$ cat src/rtl/util_arb_pkg.sv
// rtl/util_arb_pkg.sv - shared types and round-robin helper for util_arb4
package util_arb_pkg;

   localparam int ARB_N     = 4;
   localparam int ARB_SEL_W = 2;

   typedef enum logic {IDLE, OWN} arb_state_t;

   typedef logic [ARB_N-1:0]     arb_vec_t;
   typedef logic [ARB_SEL_W-1:0] arb_sel_t;

   typedef struct packed {
      logic     found;
      arb_sel_t idx;
   } arb_pick_t;

   // Scan ptr+1 .. ptr+4 (mod 4); the first set bit wins.
   function automatic arb_pick_t rr_next(input arb_vec_t vec, input arb_sel_t ptr);
      arb_pick_t res;
      arb_sel_t  k;
      res = '0;
      for (int i = 1; i <= ARB_N; i++) begin
         k = ptr + ARB_SEL_W'(i);
         if (!res.found && vec[k]) begin
            res.found = 1'b1;
            res.idx   = k;
         end
      end
      return res;
   endfunction

endpackage

$ cat src/rtl/util_arb_pick4.sv
// rtl/util_arb_pick4.sv - combinational round-robin priority encoder
import util_arb_pkg::*;

module util_arb_pick4 (
   input  logic [ARB_N-1:0]     req,
   input  logic [ARB_N-1:0]     mask,
   input  logic [ARB_SEL_W-1:0] ptr,
   output logic [ARB_SEL_W-1:0] idx,
   output logic                 found
);

   arb_pick_t pick;

   // Pick the next eligible requester after the pointer.
   always_comb begin
      pick = rr_next(req & mask, ptr);
   end

   assign idx   = pick.idx;
   assign found = pick.found;

endmodule

$ cat src/rtl/util_arb4.sv
// rtl/util_arb4.sv - four-requester round-robin bus arbiter with bounded bursts (option: ARB_PRIO0_EN)
import util_arb_pkg::*;

module util_arb4 #(
   parameter int MAX_BURST = 4,
   parameter int RESET_PTR = 3
) (
   input  logic                 clock,
   input  logic                 reset,
   input  logic [ARB_N-1:0]     req,
   input  logic [ARB_N-1:0]     lock,
   input  logic                 ready,
   output logic [ARB_N-1:0]     grant,
   output logic [ARB_SEL_W-1:0] sel,
   output logic                 busy,
   output logic                 beat
);

   localparam logic [3:0]     MAX_B   = 4'(MAX_BURST);
   localparam logic [1:0]     RST_PTR = 2'(RESET_PTR);
   localparam logic [ARB_N-1:0] ONE   = {{(ARB_N-1){1'b0}}, 1'b1};

   arb_state_t       state_q, state_d;
   arb_vec_t         grant_q, grant_d;
   arb_sel_t         sel_q,   sel_d;
   arb_sel_t         ptr_q,   ptr_d;
   logic [3:0]       cnt_q,   cnt_d;

   arb_vec_t         owner_oh;
   arb_vec_t         pick_mask;
   arb_sel_t         rr_idx;
   logic             rr_found;
   arb_sel_t         win_idx;
   logic             win_found;
   logic             win_prio;
   logic             prio_cut;
   logic [3:0]       cnt_inc;
   logic             others;
   logic             rel;

   assign owner_oh  = ONE << sel_q;
   // While owning, the current owner is excluded from the re-arbitration pick.
   assign pick_mask = (state_q == OWN) ? ~owner_oh : '1;

   util_arb_pick4 u_pick (
      .req   (req),
      .mask  (pick_mask),
      .ptr   (ptr_q),
      .idx   (rr_idx),
      .found (rr_found)
   );

`ifdef ARB_PRIO0_EN
   assign win_prio  = req[0] & pick_mask[0];
   assign win_found = win_prio | rr_found;
   assign win_idx   = win_prio ? '0 : rr_idx;
   assign prio_cut  = (state_q == OWN) && (sel_q != '0) && req[0] && !lock[sel_q];
`else
   assign win_prio  = 1'b0;
   assign win_found = rr_found;
   assign win_idx   = rr_idx;
   assign prio_cut  = 1'b0;
`endif

   assign busy    = |grant_q;
   assign beat    = busy & ready & req[sel_q];
   assign grant   = grant_q;
   assign sel     = sel_q;

   assign cnt_inc = (beat && (cnt_q < MAX_B)) ? cnt_q + 4'd1 : cnt_q;
   assign others  = |(req & ~owner_oh);
   assign rel     = !req[sel_q]
                  || ((cnt_inc >= MAX_B) && !lock[sel_q] && others)
                  || (prio_cut && beat);

   // Next-state: grant on any pick in IDLE, hand over or go idle on release in OWN.
   always_comb begin
      state_d = state_q;
      grant_d = grant_q;
      sel_d   = sel_q;
      cnt_d   = cnt_q;
      ptr_d   = ptr_q;
      case (state_q)
         IDLE: begin
            if (win_found) begin
               state_d = OWN;
               grant_d = ONE << win_idx;
               sel_d   = win_idx;
               cnt_d   = '0;
               if (!win_prio) ptr_d = win_idx;
            end
         end
         OWN: begin
            if (rel) begin
               cnt_d = '0;
               if (win_found) begin
                  grant_d = ONE << win_idx;
                  sel_d   = win_idx;
                  if (!win_prio) ptr_d = win_idx;
               end else begin
                  state_d = IDLE;
                  grant_d = '0;
               end
            end else begin
               cnt_d = cnt_inc;
            end
         end
         default: begin
            state_d = IDLE;
            grant_d = '0;
         end
      endcase
   end

   // State register; reset clears outputs immediately.
   always_ff @(posedge clock or posedge reset) begin
      if (reset) begin
         state_q <= IDLE;
         grant_q <= '0;
         sel_q   <= '0;
         cnt_q   <= '0;
         ptr_q   <= RST_PTR;
      end else begin
         state_q <= state_d;
         grant_q <= grant_d;
         sel_q   <= sel_d;
         cnt_q   <= cnt_d;
         ptr_q   <= ptr_d;
      end
   end

endmodule

$ cat config.mk
export PLATFORM = sky130hd
export DESIGN_NAME = util_arb4
export DESIGN_NICKNAME = d
export VERILOG_FILES = /design/src/rtl/util_arb_pkg.sv /design/src/rtl/util_arb_pick4.sv /design/src/rtl/util_arb4.sv
export SDC_FILE = /design/constraint.sdc
export NUM_CORES = 1
export LEC_CHECK = 0
export ABC_AREA = 1
export ABC_CLOCK_PERIOD_IN_PS = 1800
export BUFFER_PORTS_ARGS = -buffer_cell sky130_fd_sc_hd__clkbuf_2
export CAP_MARGIN = 40
export CORE_MARGIN = 2
export CORE_UTILIZATION = 40
export DETAILED_ROUTE_END_ITERATION = 7
export PLACE_DENSITY = 0.7
export SKIP_CTS_REPAIR_TIMING = 1
export SYNTH_ARGS = -nofsm -noshare
export SYNTH_HDL_FRONTEND = slang
export SYNTH_SLANG_ARGS = --single-unit
$ cat constraint.sdc
create_clock -name clock -period 1.8 [get_ports clock]
set_input_delay 0.09 -clock clock [delete_from_list [all_inputs] [get_ports clock]]
set_output_delay 0.09 -clock clock [all_outputs]
set_load 0.005 [all_outputs]
==> flow_summary.toml, run 1 <==
[power]
ir_worst_vdd_mv = 1.20
p_int_mw = 1.51
p_leak_nw = 0.767
combinationalPowerShare_pct = 76.6
power_switching_mw = 1.86
p_sw_share_pct = 55.2
powerDensity_mw_per_mm2 = 2270
clkPwrFrac_pct = 5.5
p_seq_share_pct = 17.9

[drt]
totalWireLength_um = 2820
drc = 0
viasPerCell = 5.14
wl_per_cell_um = 12.6
vias = 1152
firstDrtPassIters = 4
drt_iter0_markers = 41
drtAntennaViolNets = 0

[sta]
setup_viol = 11
period_needed_ps = 1890
tns_ps = -674
fin_crit_sh_pct = 105
finClkSkew_ps = 1.73
rsz0062_at_grt = "true"
worstMarginPinSlew_ps = 501
max_slew_margin_pct = 66.6
fmax_mhz = 529
hold_viol_final = 0
setup_ws_ps = -89.9
slew_viol_final = 0

[place]
gp_congestion = 0.850
placement.io_buffers = 18
hpwl_um = 2220
dpl-instance-area_mm2 = 0.00135

[floorplan]
boundaryPins = 19
start_util_pct = 43.1
fp.dieW_um = 59.0
die-area_mm2 = 0.00348
rows = 19
core-area_mm2 = 0.00281
die_h_um = 59.0

[grt]
grt_pass1_vias = 1125
grt_pass1_wl_um = 4850
track_usage_pct = 17.6
grt_max_degree = 14
antenna_found_initial = 0
grt_overflow = 0

[worst_setup_path]
crit_end = "grant[3]"
cp.arrival_ps = 2060
crit_required_ps = 1970
ff2ff_path_depth = 11
crit_start = "ptr_q[0]"
worstReg2RegStart = "ptr_q[0]"
worstPathMaxFanout = 10
reg2reg_slack_ps = -90
reg2reg_to = "grant[3]"
end_kind = "flop"
crit_type = "reg -> reg"
critPathLaunchType = "flop"

[final_layout]
layout-drive-gt1-share_pct = 43.0
area_growth_pct = 22.9
fillCellCount = 271
utilization_pct = 53.0
nets = 206
layout_commonest_cell = "nand2_1"
n_antenna_cell = 0
layout_common_cells = "37 x nand2_1, 18 x nand3_1, 18 x clkbuf_2, 17 x nand3_2, 13 x inv_1"
final_cell_area_mm2 = 0.00149

[synthesis]
syn_area_mm2 = 0.00121
async_reset_ff_share_pct = 100
synth_cells = 162
synth-main-ff-cell = "dfrtp_1"
post_synth_num_cell_types = 29
syn_avg_cell_area_um2 = 7.47
yosys_warnings = 0
ys_seq_elements = 13
synth_seq_area_share_pct = 27.1
synth_edf_count = 0
synth_nets = 174

[cts]
clk_latency_ps = 280
cts.sinks = 13
tritoncts = "built"
cts_buffer_depth = 2
cts_root_buffer = "clkbuf_4"
numCtsBuffers = 3
cts-htree-levels = 1
path_clk_slew_ps = 80

[worst_hold_path]
min_path_type = "in -> reg"
holdPathStages = 4

[job]
drv_cap = 0

[status]
violations = "setup timing"
status = "finished with violations"
==> routing by layer <==
metal / global-route usage, % / up-vias / wire length, um
met1: 22.0 / 538 / 1300
li1: - / 598 / -
met3: 0.655 / 4 / 33
met5: 0 / - / 0
met4: 6.49 / 0 / 53
met2: 31.9 / 12 / 1430
==> synth_stat cells (all sizes together), types with 2 or more instances <==
library cell	n	area [um^2]
nand4	5	31.3
o21ai	7	42.5
nand3	36	250
nor2	14	73.8
nor3	2	15.0
nand2	53	261
inv	18	72.6
dfrtp	11	275
buf	3	30.0
dfstp	2	52.6
a21oi	4	20.0
==> worst min path at each step <==
| stage | startpoint | to | slack, ps |
|---|---|---|---|
| global placement | reset | grant[2] | 110 |
| floorplan | reset | cnt_q[0] | -30 |
| detailed placement | reset | grant[3] | 120 |
| finish | ready | cnt_q[2] | 270 |
| CTS | reset | grant[0] | -180 |
| global route | ready | cnt_q[2] | 290 |
==> flip-flops by register name, indices dropped and copies added, names as in the netlist <==
name and cells:
cnt_q 4, grant 4, ptr_q 2, sel 2, state_q 1
==> final cells by class <==
type,count,area (um^2),share of cell area (%)
multi-input cells,128,827,55.6
flip-flops and latches,13,329,22.1
repair buffers,30,190,12.8
inverters,18,75.1,5.05
well taps,31,38.8,2.61
clock buffers,4,26.3,1.77
==> per-stage QoR <==
step                worst slack (ps)  power (mW)  hold slack (ps)  cells
floorplan                        116        2.36            -34.5    162
finish                         -89.9        3.37              265    224
detailed placement             -24.5        2.82              120    213
global route                    -166        3.66              290    224
CTS                            -57.4        3.02             -177    217
global placement                12.7        2.76              107    213
==> power by group through the flow <==
stage / Clock, mW / Combinational [mW] / Sequential [mW]
3_5_place_dp: 0 / 2.21 / 0.609
6_report: 0.184 / 2.58 / 0.604
4_1_cts: 0.187 / 2.23 / 0.607
5_1_grt: 0.198 / 2.84 / 0.620
3_3_place_gp: 0 / 2.16 / 0.603
2_1_floorplan: 0 / 1.85 / 0.507
==> cells by family (layout without fill, tap and decap cells) <==
group	Yosys count	in the layout	synth area share [%]
and+or+nand+nor	111	111	52.8
buffers and inverters	21	52	8.48
AOI/OAI and AO/OA	14	14	6.93
DFF	13	13	27.1
xor gates and xnor gates	2	2	3.62
adders and majority gates	1	1	1.03
==> critical path, stage by stage (launching register included) <==
cell and delay (ps):
dfstp_2 640, buf_6 140, xnor2_4 130, nand3_2 130
nand2_4 140, nand2_4 80, nor2_8 180, nand2_4 70
nand2_4 80, inv_8 50, nand3_1 90, nand2_1 60
No activity file was read; power rests on OpenSTA's default activity.
==> inputs of run 2 (changes only) <==
--- a/config.mk
+++ b/config.mk
@@ -13,7 +13,6 @@
 export CORE_UTILIZATION = 40
 export DETAILED_ROUTE_END_ITERATION = 7
 export PLACE_DENSITY = 0.7
-export SKIP_CTS_REPAIR_TIMING = 1
 export SYNTH_ARGS = -nofsm -noshare
 export SYNTH_HDL_FRONTEND = slang
 export SYNTH_SLANG_ARGS = --single-unit
==> flow_summary.toml, run 2 (synthesis results as in run 1) <==
[drt]
drtAntennaViolNets = 0
drt_iter0_markers = 45
totalWireLength_um = 3120
viasPerCell = 5.30
vias = 1197
drc = 0
firstDrtPassIters = 4
wl_per_cell_um = 13.8

[job]
drv_cap = 0

[power]
p_seq_share_pct = 16.0
combinationalPowerShare_pct = 78.9
powerDensity_mw_per_mm2 = 2290
p_leak_nw = 0.797
p_int_mw = 1.60
p_sw_share_pct = 55.9
clkPwrFrac_pct = 5.1
ir_worst_vdd_mv = 1.26
power_mw = 3.64
power_switching_mw = 2.04

[final_layout]
fillCellCount = 250
area_growth_pct = 31.6
layout_commonest_cell = "nand2_1"
layout-drive-gt1-share_pct = 49.0
nets = 207
layout_common_cells = "32 x nand2_1, 18 x clkbuf_2, 16 x nand3_2, 15 x nand3_1"

[sta]
rsz0062_at_grt = "true"
finClkSkew_ps = 1.55
setup_ws_ps = -23.6
fin_crit_sh_pct = 101
setup_viol = 2
slew_viol_final = 0
fmax_mhz = 548
worstMarginPinSlew_ps = 490
max_slew_margin_pct = 67.3
tns_ps = -28.9
period_needed_ps = 1820
hold_viol_final = 0

[worst_setup_path]
critPathLaunchType = "flop"
reg2reg_to = "sel[0]"
cp_slowest_cell = "dfstp_2"
reg2reg_slack_ps = -20
worstPathMaxFanout = 10
worstReg2RegStart = "ptr_q[1]"
crit_required_ps = 1970
crit_chain = "xnor2_4, nand3_2, nand2_4, nand2_4, nor2_8, nand2_4, nand2_4, inv_8, nand2_2, o21ai_1"
ff2ff_path_depth = 10
cp_slowest_stage_delay_ps = 670
crit_buf_inv = 1
crit_path_frequent_cell = "nand2_4"
crit_type = "reg -> reg"
crit_family = "simple AND/OR/NAND/NOR gates"
end_kind = "flop"
cp.arrival_ps = 1990

[cts]
cts_root_buffer = "clkbuf_4"
path_clk_slew_ps = 80
numCtsBuffers = 3
cts.sinks = 13
clk_latency_ps = 280
tritoncts = "built"
cts_buffer_depth = 2
cts-htree-levels = 1

[floorplan]
rows = 19
die_h_um = 59.0
boundaryPins = 19
start_util_pct = 43.1
die-area_mm2 = 0.00348
fp.dieW_um = 59.0
core-area_mm2 = 0.00281

[grt]
grt_pass1_wl_um = 4900
grt_pass1_vias = 1141
grt_overflow = 0
track_usage_pct = 17.9
grt_max_degree = 14
antenna_found_initial = 1

[worst_hold_path]
hold_end = "cnt_q[2]"
min_from = "ready"
min_path_type = "in -> reg"
holdPathStages = 4

[status]
violations = "setup timing"
status = "finished with violations"

[place]
hpwl_um = 2220
placement.io_buffers = 18
dp_slack_ps = -24.5
gp_congestion = 0.850
-- run 2: timing repair --
action,CTS,global route
resized for setup,2,30
pin swaps,1,20
buffers inserted,1,6
endpoints found under the hold margin,11,0
hold buffers,1,0
setup endpoints to repair,10,11
gates cloned,0,0
-- run 2: stage by stage --
step / cells / cell area (um^2) / utilization, % / hold slack [ps]
6_report: 226 / 1590 / 56.8 / 267
3_3_place_gp: 213 / 1350 / 48.0 / 107
2_1_floorplan: 162 / 1210 / - / -34.5
4_1_cts: 219 / 1410 / 50.3 / 272
5_1_grt: 226 / 1590 / 56.8 / 291
3_5_place_dp: 213 / 1350 / 48.0 / 120
-- run 2: worst max path at each step --
stage                     slack (ps)  cells past startpoint     start  endpoint
after floorplan                  120                     11  ptr_q[1]  grant[1]
after global placement            10                     11  ptr_q[0]  grant[1]
after detailed placement         -20                     11  ptr_q[0]  grant[2]
after CTS                          6                     12    sel[1]  grant[2]
after global routing            -100                     12  ptr_q[0]    sel[0]
final                            -20                     10  ptr_q[1]    sel[0]
-- run 2: metal layers --
metal | vias up | track usage (%) | wire length (um)
met5 | - | 0 | 0
met4 | 0 | 7.79 | 98
met3 | 8 | 0.437 | 69
met2 | 27 | 32.2 | 1660
met1 | 559 | 22.1 | 1290
li1 | 603 | - | -
-- run 2: final cells by class --
class | instances | area, um^2 | share of cell area [%]
timing repair buffer | 31 | 208 | 13.0
tap | 31 | 38.8 | 2.44
multi-input combinational | 128 | 910 | 57.1
clock buffer | 4 | 26.3 | 1.65
antenna | 1 | 2.50 | 0.157
inverter | 18 | 77.6 | 4.87
sequential | 13 | 330 | 20.7
-- run 2: power by group through the flow --
| stage | logic [mW] | clock network (mW) | registers (mW) |
|---|---|---|---|
| floorplan | 1.85 | 0 | 0.507 |
| global placement | 2.16 | 0 | 0.603 |
| detailed placement | 2.21 | 0 | 0.609 |
| CTS | 2.33 | 0.187 | 0.578 |
| global route | 3.11 | 0.198 | 0.594 |
| finish | 2.87 | 0.186 | 0.582 |
-- run 2: worst register-to-register path: stages, from the launching register on --
cell and delay [ps]:
dfstp_2 670, xnor2_4 170, nand3_2 130, nand2_4 130, nand2_4 80, nor2_8 180, nand2_4 70, nand2_4 80
inv_8 50, nand2_2 80, o21ai_1 70
